`config.mk`:
```
export PLATFORM = sky130hd
export DESIGN_NAME = glyph_rom_arbiter
export DESIGN_NICKNAME = d
export VERILOG_FILES = /design/src/rtl/glyph_rom_arbiter_pkg.sv /design/src/rtl/glyph_rr_pick.sv /design/src/rtl/glyph_rom_arbiter.sv
export SDC_FILE = /design/constraint.sdc
export NUM_CORES = 1
export LEC_CHECK = 0
export BUFFER_PORTS_ARGS = -buffer_cell sky130_fd_sc_hd__buf_2
export CAP_MARGIN = 15
export CORE_ASPECT_RATIO = 1.5
export CORE_MARGIN = 5
export CORE_UTILIZATION = 30
export DETAILED_ROUTE_END_ITERATION = 10
export PLACE_DENSITY = 0.58
export SYNTH_ARGS = -nofsm -noshare
export SYNTH_HDL_FRONTEND = slang
export SYNTH_HIERARCHICAL = 1
export SYNTH_SLANG_ARGS = --single-unit
export TNS_END_PERCENT = 1
```
`constraint.sdc`:
```
create_clock -name clk -period 4.5 [get_ports clk]
set_input_delay 0.45 -clock clk [delete_from_list [all_inputs] [get_ports clk]]
set_output_delay 0.45 -clock clk [all_outputs]
set_load 0.005 [all_outputs]
```
`src/rtl/glyph_rom_arbiter_pkg.sv`:
```
// Shared definitions for the glyph ROM arbiter: glyph row addresses and FSM states.
package glyph_rom_arbiter_pkg;

    // Glyph rows are stored as digits 0..9 followed by the blank glyph 'a'.
    localparam int unsigned CHAR_HEIGHT = 16;
    localparam int unsigned CHAR_A      = 10 * CHAR_HEIGHT;

    typedef enum logic {
        GARB_IDLE  = 1'b0,
        GARB_BURST = 1'b1
    } garb_state_e;

endpackage

```
`src/rtl/glyph_rr_pick.sv`:
```
// Combinational round-robin picker: first set request at or above ptr, wrapping.
module glyph_rr_pick #(
    parameter int unsigned NUM_REQ = 4,
    parameter int unsigned PTR_W   = 2
) (
    input  logic [NUM_REQ-1:0] req,
    input  logic [PTR_W-1:0]   ptr,
    output logic [NUM_REQ-1:0] gnt,
    output logic [PTR_W-1:0]   winner
);

    logic             done;
    logic [PTR_W-1:0] idx;

    always_comb begin
        gnt    = '0;
        winner = '0;
        done   = 1'b0;
        idx    = '0;
        for (int unsigned i = 0; i < NUM_REQ; i++) begin
            idx = PTR_W'((32'(ptr) + i) % NUM_REQ);
            if (!done && req[idx]) begin
                gnt[idx] = 1'b1;
                winner   = idx;
                done     = 1'b1;
            end
        end
    end

endmodule

```
`src/rtl/glyph_rom_arbiter.sv`:
```
// Round-robin arbiter sharing one glyph ROM port among burst requesters.
// Define GLYPH_ARB_STATS_EN to add the saturating stall_cnt output.
module glyph_rom_arbiter
    import glyph_rom_arbiter_pkg::*;
#(
    parameter int unsigned NUM_REQ = 4,
    parameter int unsigned ADDR_W  = 10,
    parameter int unsigned DATA_W  = 32,
    parameter int unsigned LEN_W   = 4,
    parameter int unsigned ROM_LAT = 1
) (
    input  logic                      clk,
    input  logic                      rst,
    input  logic [NUM_REQ-1:0]        req,
    input  logic [NUM_REQ*ADDR_W-1:0] req_adr,
    input  logic [NUM_REQ*LEN_W-1:0]  req_len,
    output logic [NUM_REQ-1:0]        gnt,
    output logic                      busy,
    output logic [ADDR_W-1:0]         rom_adr,
    input  logic [DATA_W-1:0]         rom_data,
    output logic [NUM_REQ-1:0]        rsp_valid,
    output logic [LEN_W-1:0]          rsp_row,
    output logic [DATA_W-1:0]         rsp_data
`ifdef GLYPH_ARB_STATS_EN
    ,
    output logic [15:0]               stall_cnt
`endif
);

    localparam int unsigned PTR_W = $clog2(NUM_REQ);

    garb_state_e          state_q, state_d;
    logic [PTR_W-1:0]     ptr_q, ptr_d, id_q, id_d, winner;
    logic [LEN_W-1:0]     row_q, row_d, len_q, len_d;
    logic [ADDR_W-1:0]    adr_d;
    logic [NUM_REQ-1:0]   pick_gnt;

    logic [ROM_LAT-1:0]             pv_q;
    logic [ROM_LAT-1:0][PTR_W-1:0]  pid_q;
    logic [ROM_LAT-1:0][LEN_W-1:0]  prow_q;

    glyph_rr_pick #(
        .NUM_REQ(NUM_REQ),
        .PTR_W  (PTR_W)
    ) u_pick (
        .req   (req),
        .ptr   (ptr_q),
        .gnt   (pick_gnt),
        .winner(winner)
    );

    always_ff @(posedge clk) begin
        if (rst) begin
            state_q <= GARB_IDLE;
            ptr_q   <= '0;
            row_q   <= '0;
            len_q   <= '0;
            id_q    <= '0;
            rom_adr <= ADDR_W'(CHAR_A);
        end else begin
            state_q <= state_d;
            ptr_q   <= ptr_d;
            row_q   <= row_d;
            len_q   <= len_d;
            id_q    <= id_d;
            rom_adr <= adr_d;
        end
    end

    always_comb begin
        state_d = state_q;
        ptr_d   = ptr_q;
        row_d   = row_q;
        len_d   = len_q;
        id_d    = id_q;
        adr_d   = rom_adr;
        gnt     = '0;
        case (state_q)
            GARB_IDLE: begin
                if (|req) begin
                    gnt     = pick_gnt;
                    len_d   = req_len[winner*LEN_W +: LEN_W];
                    id_d    = winner;
                    adr_d   = req_adr[winner*ADDR_W +: ADDR_W];
                    row_d   = '0;
                    state_d = GARB_BURST;
                    ptr_d   = (winner == PTR_W'(NUM_REQ - 1)) ? '0 : winner + PTR_W'(1);
                end
            end
            GARB_BURST: begin
                if (row_q == len_q) begin
                    adr_d   = ADDR_W'(CHAR_A);
                    row_d   = '0;
                    state_d = GARB_IDLE;
                end else begin
                    adr_d = rom_adr + ADDR_W'(1);
                    row_d = row_q + LEN_W'(1);
                end
            end
            default: state_d = GARB_IDLE;
        endcase
    end

    assign busy = (state_q == GARB_BURST);

    // Tag travels alongside the ROM read so it lines up with rom_data ROM_LAT cycles later.
    always_ff @(posedge clk) begin
        if (rst) begin
            pv_q   <= '0;
            pid_q  <= '0;
            prow_q <= '0;
        end else begin
            pv_q[0]   <= busy;
            pid_q[0]  <= busy ? id_q  : '0;
            prow_q[0] <= busy ? row_q : '0;
            for (int unsigned i = 1; i < ROM_LAT; i++) begin
                pv_q[i]   <= pv_q[i-1];
                pid_q[i]  <= pid_q[i-1];
                prow_q[i] <= prow_q[i-1];
            end
        end
    end

    assign rsp_valid = pv_q[ROM_LAT-1] ? (NUM_REQ'(1) << pid_q[ROM_LAT-1]) : '0;
    assign rsp_row   = prow_q[ROM_LAT-1];
    assign rsp_data  = rom_data;

`ifdef GLYPH_ARB_STATS_EN
    always_ff @(posedge clk) begin
        if (rst) begin
            stall_cnt <= '0;
        end else if ((|req) && !(|gnt) && (stall_cnt != 16'hFFFF)) begin
            stall_cnt <= stall_cnt + 16'd1;
        end
    end
`endif

endmodule

```
== Yosys cells after proc, flatten, opt, wreduce, memory -nomap -nowiden ==
Cells that the tools add are included.

* Register bits after elaboration: 30
* Input port bits: 94
* Output and inout bits: 55
* Word-level logic and storage cells: 87

* $add $sub $neg: 6
* $mul: 1
* Magnitude comparators: 8
* Eq/ne operators: 3
* Shifts and indexed selects: 3
* Multiplexer cells: 40
* Bitwise gates (word level): 4
* Reduce and logical (&&, ||, !) cells: 13

{| class="wikitable"
|+ Operator list
! operator !! number
|-
| 40-bit by 7-bit indexed part select with 10-bit output || 1
|-
| 4-bit 2-to-1 mux || 9
|-
| 10-bit 2-to-1 mux || 2
|-
| 10-bit case mux with 2 select lines || 1
|-
| 16-bit by 5-bit indexed part select with 4-bit output || 1
|-
| 1-bit 2-to-1 mux || 13
|-
| 2-bit by 3-bit < comparator with 1-bit output (second input constant) || 4
|-
| 4-bit OR || 3
|-
| 10-bit by 1-bit adder with 10-bit output (second input constant) || 1
|-
| 2-bit 2-to-1 mux || 5
|-
| 1-bit binary-select mux with 2-bit select || 4
|-
| 1-bit demux with 2-bit select || 4
|-
| 2-bit by 1-bit >= comparator with 1-bit output (second input constant) || 4
|-
| 4-bit case mux with 2 select lines || 1
|-
| 1-bit logical AND || 7
|-
| 2-bit by 3-bit multiplier with 5-bit output (second input constant) || 1
|-
| 2-bit by 1-bit adder with 2-bit output (second input constant) || 2
|-
| 2-bit adder (second input constant) || 2
|-
| 4-bit by 1-bit adder with 4-bit output (second input constant) || 1
|-
| 4-bit equality test || 1
|-
| 4-bit OR reduction || 1
|-
| 1-bit by 2-bit left shift with 4-bit output (first input constant) || 1
|-
| 1-bit logical NOT || 3
|-
| 2-bit equality test (second input constant) || 1
|-
| other kinds (5) || 5
|}

== Logic depth before layout (Yosys ltp) ==
Gate-level depths: netlist (run 1).

* Depth in word-level cells: 16
* Depth in mapped cells: 13
* Depth with buffers taken out: 10

== Hierarchy ==
Netlist (run 1), hierarchy kept.

{| class="wikitable"
|+ By module, submodules not included
! module !! instances !! cells an instance !! area each (um^2) !! sequential area each (um^2)
|-
| glyph_rom_arbiter || 1 || 221 || 2045.7 || 600.6
|-
| glyph_rr_pick || 1 || 65 || 489.2 || 0.0
|}

== Least setup slack after synthesis (run 1) ==
OpenSTA, ideal clock, no wires.

* Path type: reg2reg
* Start point: register ptr_q[0]
* End point: register rom_adr[3]
* Setup time: 0.124 ns
* Data arrival time: 3.055 ns
* Data required time: 4.376 ns
* Setup slack: 1.322 ns
* Stages on the path, launching flop included: 13
* Buffers on the path: 4
* Period minus slack after synthesis: 3.178 ns
* Cells stage by stage: dfxtp_1 > buf_6 > buf_2 > inv_1 > ha_1 > o21ai_0 > o31ai_1 > o31a_1 > buf_4 > buf_2 > mux4_2 > a22oi_1 > a31oi_1

* Longest elaborated chain between the ends: 16
* Elaborated cells between the ends (all ways): 28
* Classes of those cells: add/sub: 3; mul: 1; shift: 1; mux: 17; reduce/logical: 6

{| class="wikitable"
|+ RTL lines
! item !! RTL line !! RTL
|-
| start, declared || glyph_rom_arbiter.sv:33 || <nowiki>logic [PTR_W-1:0] ptr_q, ptr_d, id_q, id_d, winner;</nowiki>
|-
| start signal, assigned || glyph_rom_arbiter.sv:62 || <nowiki>ptr_q <= ptr_d;</nowiki>
|-
| parallel branches: the longest is 11 deep, another holds 2-bit by 1-bit adder with 2-bit output || - ||
|-
| 2-bit 2-to-1 mux * || glyph_rr_pick.sv:22 || <nowiki>if (!done && req[idx]) begin</nowiki>
|-
| net winner[0] || glyph_rom_arbiter.sv:33 ||
|-
| 2-bit by 3-bit multiplier with 5-bit output * || glyph_rom_arbiter.sv:84 || <nowiki>adr_d = req_adr[winner*ADDR_W +: ADDR_W];</nowiki>
|-
| 40-bit by 7-bit indexed part select with 10-bit output * || glyph_rom_arbiter.sv:84 ||
|-
| 10-bit 2-to-1 mux * || glyph_rom_arbiter.sv:80 || <nowiki>if (|req) begin</nowiki>
|-
| 10-bit case mux with 2 select lines * || glyph_rom_arbiter.sv:78 || <nowiki>case (state_q)</nowiki>
|-
| end signal, assigned || glyph_rom_arbiter.sv:59 || <nowiki>rom_adr <= ADDR_W'(CHAR_A);</nowiki>
|-
| end signal, assigned || glyph_rom_arbiter.sv:66 || <nowiki>rom_adr <= adr_d;</nowiki>
|-
| end, declared || glyph_rom_arbiter.sv:19 || <nowiki>output logic [ADDR_W-1:0] rom_adr,</nowiki>
|}

Mark *: on every way through the listed nets, which the timed path passes. The select of a mux whose other input is x is not followed.
A chain may end at the register's enable or synchronous reset.

== Worst setup path after layout (run 1) ==
* Start point: register ptr_q[1]
* End point: register rom_adr[5]

Same word-level chain as after synthesis.

==> run_results.csv, run 1 <==
group,metric,value,unit
worst_setup_path,endpoint,"rom_adr[5]",
die,io-pin-count,149,
sta,worst_slew_pin_slew,1.00,ns
sta,rsz0062_at_grt,"no",
synthesis,ys_seq_elements,30,
sta,period_share,76.9,%
power,p_leak,1.22,nW
worst_setup_path,reg2reg_from,"ptr_q[1]",
worst_setup_path,critical_path_required,4.66,ns
drt,wl_per_cell,16.8,um
global_route,grt_pass1_wl,11.5,mm
synthesis,synth-main-ff-cell,"dfxtp_1",
sta,fmaxAchievable,0.289,GHz
sta,finalWorstPathRequiredPeriod,3.46,ns
hold_path,hold_class,"reg2reg",
clocking,numCtsBuffers,5,
final_layout,antenna_cells,0,
final_layout,fin_nets,432,
placement,place.gp.congestion,0.796,
final_layout,drive_above_1_share,37.6,%
die,die_area,10400,sq um
synthesis,postSynthCellCount,286,
clocking,clockBufferDepth,2,
clocking,cts_setup_buffers,0,
clocking,cts_tree,"yes",
power,ir_drop,0.269,mV
clocking,clkSlewWorstSetupHoldPaths,0.05,ns
synthesis,yosys.cell_types.count,56,
global_route,overflow,0,
power,powerDensity,572,nW/um^2
synthesis,synthArstFlopShare,0,%
power,finalPower,0.00166,W
global_route,grt_max_degree,30,
clocking,cts.sinks,30,
global_route,antenna_found_initial,0,
clocking,postCtsHoldBufs,0,
placement,dp.final_hpwl,5.66,mm
die,core_area,8360,sq um
synthesis,syn_area_per_cell,8.86,sq um
worst_setup_path,end_kind,"register",
run,cap_violations,0,
die,start_util,30.3,%
synthesis,synth_edf_count,0,
die,die_x,85.1,um
drt,drt_iter0_markers,155,
global_route,grt_usage,13.7,%
worst_setup_path,crit_arrival,3.62,ns
final_layout,fillers,855,
synthesis,yosysSeqAreaShare,23.7,%
worst_setup_path,r2r_setup_slack,1.04,ns
clocking,clock_latency,0.27,ns
worst_setup_path,critPathLaunch,"ptr_q[1]",
worst_setup_path,r2r_cells,10,
worst_setup_path,max_stage_delay,0.69,ns
synthesis,synth_fp_nets,388,
clocking,ctsResizeCount,0,
sta,slew_viol_final,0,
outcome,status,"finished, final reports clean",
sta,hold_violations,0,
clocking,cts_root_buf,"clkbuf_16",
worst_setup_path,start_kind,"register",
sta,fin_setup_tns,0,ns
placement,io_buffer_count,84,
sta,relSlewSlack,32.8,%
drt,drc,0,
drt,viasPerCell,5.46,
drt,ant_nets,0,
drt,dr.pass1.iters,4,
synthesis,yosysWarnings,6,
sta,clock_skew,0.00229,ns
worst_setup_path,critical_path_class,"reg2reg",
drt,num_vias,2388,
synthesis,syn_area,2530,sq um
drt,routed_wl,7.33,mm
worst_setup_path,path_cells,"buf_4 -> inv_1 -> ha_1 -> o21ai_0 -> o31ai_1 -> o31a_1 -> mux4_2 -> nor2_1 -> a21oi_1 -> o32a_1",
sta,finalSetupViolCount,0,
clocking,htreeDepth,2,
worst_setup_path,critical_path.max_fanout,14,
global_route,grt_pass1_vias,2338,
die,die_height,123,um
worst_setup_path,r2r_end,"rom_adr[5]",
final_layout,syn_to_final_growth,14.5,%
worst_setup_path,critPathSlowestCell,"o31a_1",
die,std_cell_rows,41,
per-stage QoR:
step	hold slack (ns)	area, sq um	cells	util (%)	setup slack [ns]
after floorplan	0.430	2530	286	-	1.32
after global placement	0.459	2770	430	33.1	1.15
after detailed placement	0.464	2770	430	33.1	1.09
after CTS	0.474	2900	437	34.7	1.08
after global routing	0.486	2900	437	34.7	0.765
final	0.470	2900	437	34.7	1.04
cells in the final DEF (no fill, tap or decap), types with 4 or more instances in the layout:
master,n
nand3_1,6
a21oi_1,11
nor3b_1,5
a22oi_1,5
a221o_2,4
dfxtp_1,30
xnor2_1,5
mux4_2,17
and3_1,5
nand4_1,5
clkbuf_16,5
o21ai_0,13
mux2i_1,4
nand2_1,34
nor3_1,8
inv_1,7
ha_1,8
buf_2,84
nor2_1,16
and2_1,6
a31oi_1,5
power by group:
group	leakage (nW)	internal, W	switching (W)
clock network	0.0694	0.000199	0.000114
registers	0.246	0.000335	0.0000818
logic	0.904	0.000453	0.000475
how the worst min path moves through the flow:
| stage | depth (start not counted) | end | start |
|---|---|---|---|
| 6_report | 2 | len_q[1] | len_q[1] |
| 5_1_grt | 2 | id_q[0] | id_q[0] |
| 4_1_cts | 2 | id_q[1] | id_q[1] |
| 3_5_place_dp | 1 | pid_q[0] | id_q[0] |
| 3_3_place_gp | 2 | id_q[1] | id_q[1] |
| 2_1_floorplan | 1 | pid_q[0] | id_q[0] |
worst max-delay path, delay by kind of cell (launching register included):
family / cells / cell delay, ns
AO/OA/AOI/OAI: 5 / 1.66
adder cells (fa/ha/maj): 1 / 0.41
buffers and inverters: 2 / 0.28
flip-flops: 1 / 0.30
multiplexers: 1 / 0.58
AND/OR/NAND/NOR: 1 / 0.09
registers in the layout, indices dropped and copies added (netlist names):
signal / count
len_q: 4
rom_adr: 10
ptr_q: 2
pid_q: 2
rsp_row: 4
id_q: 2
busy: 1
row_q: 4
pv_q: 1
cell usage after synthesis, drive strengths merged, types with 2 or more instances:
master / n / area share [%]
buf: 44 / 13
nand2: 35 / 5.3
dfxtp: 30 / 24
mux4: 17 / 15
nor2: 17 / 3.2
o21ai: 13 / 2.6
a21oi: 11 / 2.2
ha: 8 / 3.9
nor3: 8 / 1.6
inv: 7 / 1.0
a31oi: 6 / 1.5
and2: 6 / 1.5
clkbuf: 6 / 1.0
nand3: 6 / 1.2
a22oi: 5 / 1.5
and3: 5 / 1.2
nand4: 5 / 1.2
nor3b: 5 / 1.5
xnor2: 5 / 1.7
a221o: 4 / 1.8
mux2i: 4 / 1.6
and3b: 3 / 1.0
nand2b: 3 / 0.74
nor2b: 3 / 1.0
or2: 3 / 0.84
or3: 3 / 0.74
a211oi: 2 / 0.59
a221oi: 2 / 0.69
final cells by class:
| type | count | area [sq um] | area share [%] |
|---|---|---|---|
| inverter | 7 | 26.3 | 0.906 |
| timing repair buffer | 87 | 443 | 15.3 |
| clock buffer | 5 | 125 | 4.31 |
| clock inverter | 2 | 10.0 | 0.345 |
| sequential | 30 | 601 | 20.7 |
| multi-input combinational | 199 | 1560 | 53.9 |
| tap | 107 | 134 | 4.61 |
logic make-up (layout without fill, tap and decap cells):
kind of cell             Yosys count  in the layout  share of synthesized area [%]
buffers and inverters             57            101                           14.9
XOR/XNOR                           5              5                           1.73
flip-flops                        30             30                           23.7
multiplexers                      21             21                           16.7
AND/OR/NAND/NOR                  106            106                           22.4
adder cells (fa/ha/maj)            8              8                           3.95
AO/OA/AOI/OAI                     59             59                           16.7
layer usage:
layer  routed length, um  global-route usage (%)
met5                   0                       0
met4                 195                    7.23
met3                 530                    2.22
met2                3890                    24.7
met1                2720                    15.3
No activity file was read; power rests on OpenSTA's default activity.
==> inputs of run 2 (changes only) <==
- PLACE_DENSITY: 0.58 -> 0.6
- clock period: 4.5 -> 3 ns (I/O delays scaled with it)
==> run_results.csv, run 2 (synthesis gave the netlist of run 1 again) <==
group,metric,value,unit
drt,ant_nets,0,
global_route,grt_pass1_vias,2313,
drt,dr.pass1.iters,4,
drt,viasPerCell,5.28,
sta,fmaxAchievable,0.349,GHz
global_route,grt_pass1_wl,11.3,mm
power,p_leak,1.27,nW
worst_setup_path,critical_path.max_fanout,7,
drt,wl_per_cell,16.2,um
worst_setup_path,critPathLaunch,"ptr_q[0]",
clocking,cts_tree,"yes",
worst_setup_path,end_kind,"register",
die,die_area,10400,sq um
final_layout,final_common_cell,"buf_2",
sta,hold_violations,0,
worst_setup_path,r2r_end,"rom_adr[5]",
clocking,clockBufferDepth,2,
worst_setup_path,critical_path_required,3.16,ns
die,io-pin-count,149,
global_route,met3_usage,1.88,%
final_layout,layoutNonFillerInstCount,442,
sta,slew_viol_final,0,
sta,hold_slack,0.462,ns
placement,io_buffer_count,84,
worst_setup_path,critical_path_class,"reg2reg",
final_layout,fin_nets,436,
clocking,numCtsBuffers,5,
global_route,overflow,0,
power,powerDensity,912,nW/um^2
clocking,clock_latency,0.28,ns
worst_setup_path,start_kind,"register",
final_layout,syn_to_final_growth,18.7,%
die,die_x,85.1,um
global_route,met2_usage,24.7,%
sta,period_share,95.5,%
global_route,grt-busiest-layer,"met2",
outcome,status,"finished, final reports clean",
global_route,grt_max_degree,30,
hold_path,hold_class,"reg2reg",
worst_setup_path,crit_arrival,3.03,ns
sta,fin_ws,0.134,ns
worst_setup_path,reg2reg_from,"ptr_q[0]",
final_layout,fin_util,36.0,%
sta,relSlewSlack,49.4,%
drt,drt_iter0_markers,170,
final_layout,top_register,"rom_adr",
clocking,clkSlewWorstSetupHoldPaths,0.05,ns
final_layout,drive_above_1_share,38.8,%
drt,num_vias,2335,
placement,dp_slack,-0.0429,ns
placement,dp.final_hpwl,5.66,mm
sta,worst_slew_pin_slew,0.752,ns
drt,routed_wl,7.18,mm
final_layout,fillers,854,
drt,drc,0,
final_layout,largest_reg_flops,10,
placement,place.gp.congestion,0.789,
sta,rsz0062_at_grt,"no",
power,ir_drop,0.511,mV
die,die_height,123,um
run,cap_violations,0,
final_layout,mostFrequentLayoutCells,"84 x buf_2, 34 x nand2_1, 30 x dfxtp_1",
global_route,antenna_found_initial,0,
die,start_util,30.3,%
clocking,cts_root_buf,"clkbuf_16",
worst_setup_path,r2r_cells,10,
sta,finalWorstPathRequiredPeriod,2.87,ns
clocking,cts.sinks,30,
placement,placedCellCount,434,
global_route,met1_usage,15.1,%
clocking,htreeDepth,2,
die,core_area,8360,sq um
global_route,grt_usage,13.5,%
worst_setup_path,r2r_setup_slack,0.13,ns
die,std_cell_rows,41,
final_layout,antenna_cells,0,
sta,finalSetupViolCount,0,
sta,clock_skew,0.00264,ns
worst_setup_path,endpoint,"rom_adr[5]",
## run 2: changes by cell type in the layout (fill, tap and decap cells not counted)
cell,previous run,this run
a31oi_2,1,0
a31oi_4,0,1
buf_4,3,7
bufinv_16,0,2
clkbuf_8,0,1
clkinv_2,2,0
o31ai_1,1,0
o31ai_2,0,1
## run 2: cell type report
cell class                      instances  area (sq um)  share of cell area [%]
Multi-Input combinational cell        199          1580                    52.4
Sequential cell                        30           601                    20.0
Timing Repair Buffer                   91           473                    15.7
Clock buffer                            6           139                    4.62
Tap cell                              107           134                    4.45
Clock inverter                          2          60.1                    2.00
Inverter                                7          26.3                   0.873
## run 2: timing repair
| action | in CTS | in global routing |
|---|---|---|
| resized for setup | 1 | 0 |
| hold buffers | 0 | 0 |
| endpoints found under the setup margin | 2 | 0 |
| setup buffers | 0 | 0 |
## run 2: per-layer routing
layer | routed length (um) | share of wire [%]
met1 | 2660 | 37
met2 | 3880 | 54
met3 | 418 | 5.8
met4 | 226 | 3.1
met5 | 0 | 0
## run 2: power breakdown
part	internal (W)	switching [W]	total, W
sequential	0.000502	0.000122	0.000624
combinational	0.000729	0.000715	0.00144
clock	0.000498	0.000179	0.000676
total	0.00173	0.00102	0.00274
## run 2: critical path: stages (launching register included)
cell and delay [ns]:
dfxtp_1 0.32, inv_1 0.06, ha_1 0.40, o21ai_0 0.15, o31ai_2 0.47, o31a_1 0.23, buf_4 0.18, mux4_2 0.50
nor2_1 0.09, a21oi_1 0.05, o32a_1 0.29
## run 2: how the worst min path moves through the flow
stage | from | to | depth (start not counted)
after global routing | id_q[1] | id_q[1] | 2
after detailed placement | id_q[1] | id_q[1] | 2
after floorplan | id_q[0] | pid_q[0] | 1
after global placement | id_q[0] | id_q[0] | 2
after CTS | id_q[1] | id_q[1] | 2
final | id_q[1] | id_q[1] | 2
## run 2: through the flow
step | instance area (sq um) | TNS, ns | total power [W]
global placement | 2800 | -0.00535 | 0.00205
detailed placement | 2800 | -0.0565 | 0.00206
CTS | 3010 | 0 | 0.00276
finish | 3010 | 0 | 0.00274
global route | 3010 | 0 | 0.00293
floorplan | 2550 | -0.00211 | 0.00172
==> inputs of run 3 (changes only) <==
- PLACE_DENSITY: 0.6 -> 0.58
- clock period: 3 -> 3.6 ns (I/O delays scaled with it)
==> run_results.csv, run 3 (synthesis gave the netlist of run 1 again) <==
group,metric,value,unit
power,powerDensity,748,nW/um^2
sta,finalSetupViolCount,0,
run,cap_violations,0,
clocking,cts_root_buf,"clkbuf_16",
clocking,postCtsHoldBufs,0,
drt,routed_wl,7.08,mm
hold_path,hold_end,"id_q[1]",
drt,drc,0,
drt,num_vias,2310,
clocking,clock_latency,0.27,ns
global_route,overflow,0,
die,die_area,10400,sq um
placement,io_buffer_count,84,
global_route,grt_max_degree,30,
power,clock_power_share,21.6,%
worst_setup_path,start_kind,"register",
drt,dr.pass1.iters,5,
sta,fin_setup_tns,0,ns
die,start_util,30.3,%
clocking,htreeDepth,2,
worst_setup_path,path_cells,"inv_1 -> ha_1 -> buf_4 -> mux4_2 -> inv_1 -> nand2_1 -> a31oi_2 -> mux4_2 -> nor2_1 -> a21oi_1 -> o32a_1",
global_route,grt_usage,13.5,%
power,ir_drop,0.450,mV
worst_setup_path,crit_buf_inv,3,
final_layout,syn_to_final_growth,16.9,%
drt,drt_iter0_markers,152,
placement,place.gp.congestion,0.822,
clocking,clockBufferDepth,2,
worst_setup_path,r2r_end,"rom_adr[5]",
worst_setup_path,critical_path_required,3.76,ns
worst_setup_path,r2r_setup_slack,0.38,ns
drt,viasPerCell,5.27,
sta,fmaxAchievable,0.310,GHz
hold_path,hp-start,"id_q[1]",
worst_setup_path,max_stage_delay,0.82,ns
sta,worst_slew_pin_slew,1.02,ns
worst_setup_path,critPathTopFamily,"compound AO/OA/AOI/OAI gates",
final_layout,mostFrequentLayoutCells,"84 x buf_2, 34 x nand2_1, 30 x dfxtp_1",
clocking,numCtsBuffers,5,
sta,clock_skew,0.00569,ns
power,p_leak,1.25,nW
final_layout,drive_above_1_share,37.8,%
global_route,grt_pass1_wl,11.2,mm
hold_path,hold_depth,2,
worst_setup_path,end_kind,"register",
power,p_comb_share,55.1,%
worst_setup_path,critPathSlowestCell,"a31oi_2",
clocking,cts_setup_buffers,0,
sta,finalWorstPathRequiredPeriod,3.22,ns
clocking,clkSlewWorstSetupHoldPaths,0.05,ns
clocking,cts_tree,"yes",
die,core_area,8360,sq um
final_layout,fin_nets,433,
power,p_switching,0.000844,W
sta,rsz0062_at_grt,"no",
sta,hold_violations,0,
clocking,cts.sinks,30,
worst_setup_path,critical_path_class,"reg2reg",
power,internal_power,0.00137,W
die,die_height,123,um
sta,relSlewSlack,32.0,%
outcome,status,"finished, final reports clean",
power,finalPower,0.00222,W
drt,wl_per_cell,16.2,um
power,power.share.sequential,23.3,%
die,io-pin-count,149,
final_layout,largest_reg_flops,10,
power,switching_share,38.1,%
final_layout,final_common_cell,"buf_2",
global_route,antenna_found_initial,0,
worst_setup_path,reg2reg_from,"ptr_q[0]",
final_layout,top_register,"rom_adr",
worst_setup_path,r2r_cells,11,
final_layout,fillers,855,
sta,slew_viol_final,0,
worst_setup_path,critical_path.max_fanout,16,
die,die_x,85.1,um
global_route,grt_pass1_vias,2335,
placement,dp.final_hpwl,5.59,mm
sta,period_share,89.5,%
die,std_cell_rows,41,
hold_path,hold_class,"reg2reg",
final_layout,antenna_cells,0,
drt,ant_nets,0,
worst_setup_path,crit_arrival,3.39,ns
clocking,ctsResizeCount,0,
run 3: changes by cell type in the layout (fill, tap and decap cells not counted):
cell and change:
o31ai_2 -1, a31oi_4 -1, a31oi_2 +1, buf_16 +1, bufinv_16 -1, buf_4 -4, o31ai_1 +1
run 3: power groups by stage:
| stage | Combinational (W) | Clock [W] | Sequential, W |
|---|---|---|---|
| floorplan | 0.000906 | 0 | 0.000508 |
| global placement | 0.00115 | 0 | 0.000520 |
| detailed placement | 0.00116 | 0 | 0.000525 |
| CTS | 0.00117 | 0.000488 | 0.000518 |
| global route | 0.00135 | 0.000502 | 0.000533 |
| finish | 0.00122 | 0.000478 | 0.000517 |
run 3: layout make-up:
cell class	count	area [sq um]	share of cell area (%)
Clock inverter	1	30.0	1.01
Clock buffer	6	139	4.69
Inverter	7	26.3	0.887
Multi-Input combinational cell	199	1560	52.7
Tap cell	107	134	4.52
Sequential cell	30	601	20.3
Timing Repair Buffer	88	470	15.9
run 3: routing by layer:
metal  global-route usage, %  up-vias  routed length [um]  share of wire [%]
met3                    2.01       17                 368                5.2
met1                    15.3     1100                2660                 38
li1                        -     1106                   -                  -
met5                       0        -                   0                  0
met4                    7.03        0                 175                2.5
met2                    24.1       87                3880                 55
run 3: worst max path at each step:
stage             start          to  cells past startpoint  slack [ns]
2_1_floorplan  ptr_q[0]  rom_adr[3]                     12        0.42
3_3_place_gp     req[1]  rom_adr[5]                      9        0.13
3_5_place_dp     req[1]  rom_adr[5]                      9        0.07
4_1_cts        ptr_q[0]  rom_adr[5]                      9        0.11
5_1_grt        ptr_q[0]  rom_adr[8]                     11        0.13
6_report       ptr_q[0]  rom_adr[5]                     11        0.38
run 3: stage by stage:
step	util (%)	instances	worst slack, ns	hold slack, ns	cell area, sq um
final	35.4	438	0.377	0.453	2960
after global routing	35.4	438	0.131	0.480	2960
after CTS	35.1	437	0.110	0.457	2940
after detailed placement	33.1	430	0.0715	0.450	2770
after global placement	33.1	430	0.132	0.445	2770
after floorplan	-	286	0.422	0.430	2530
run 3: worst register-to-register path, stage by stage, from the launching register on:
cell and delay (ns):
dfxtp_1 0.32, inv_1 0.07, ha_1 0.33, buf_4 0.17, mux4_2 0.37, inv_1 0.12
nand2_1 0.06, a31oi_2 0.82, mux4_2 0.41, nor2_1 0.10, a21oi_1 0.05, o32a_1 0.29
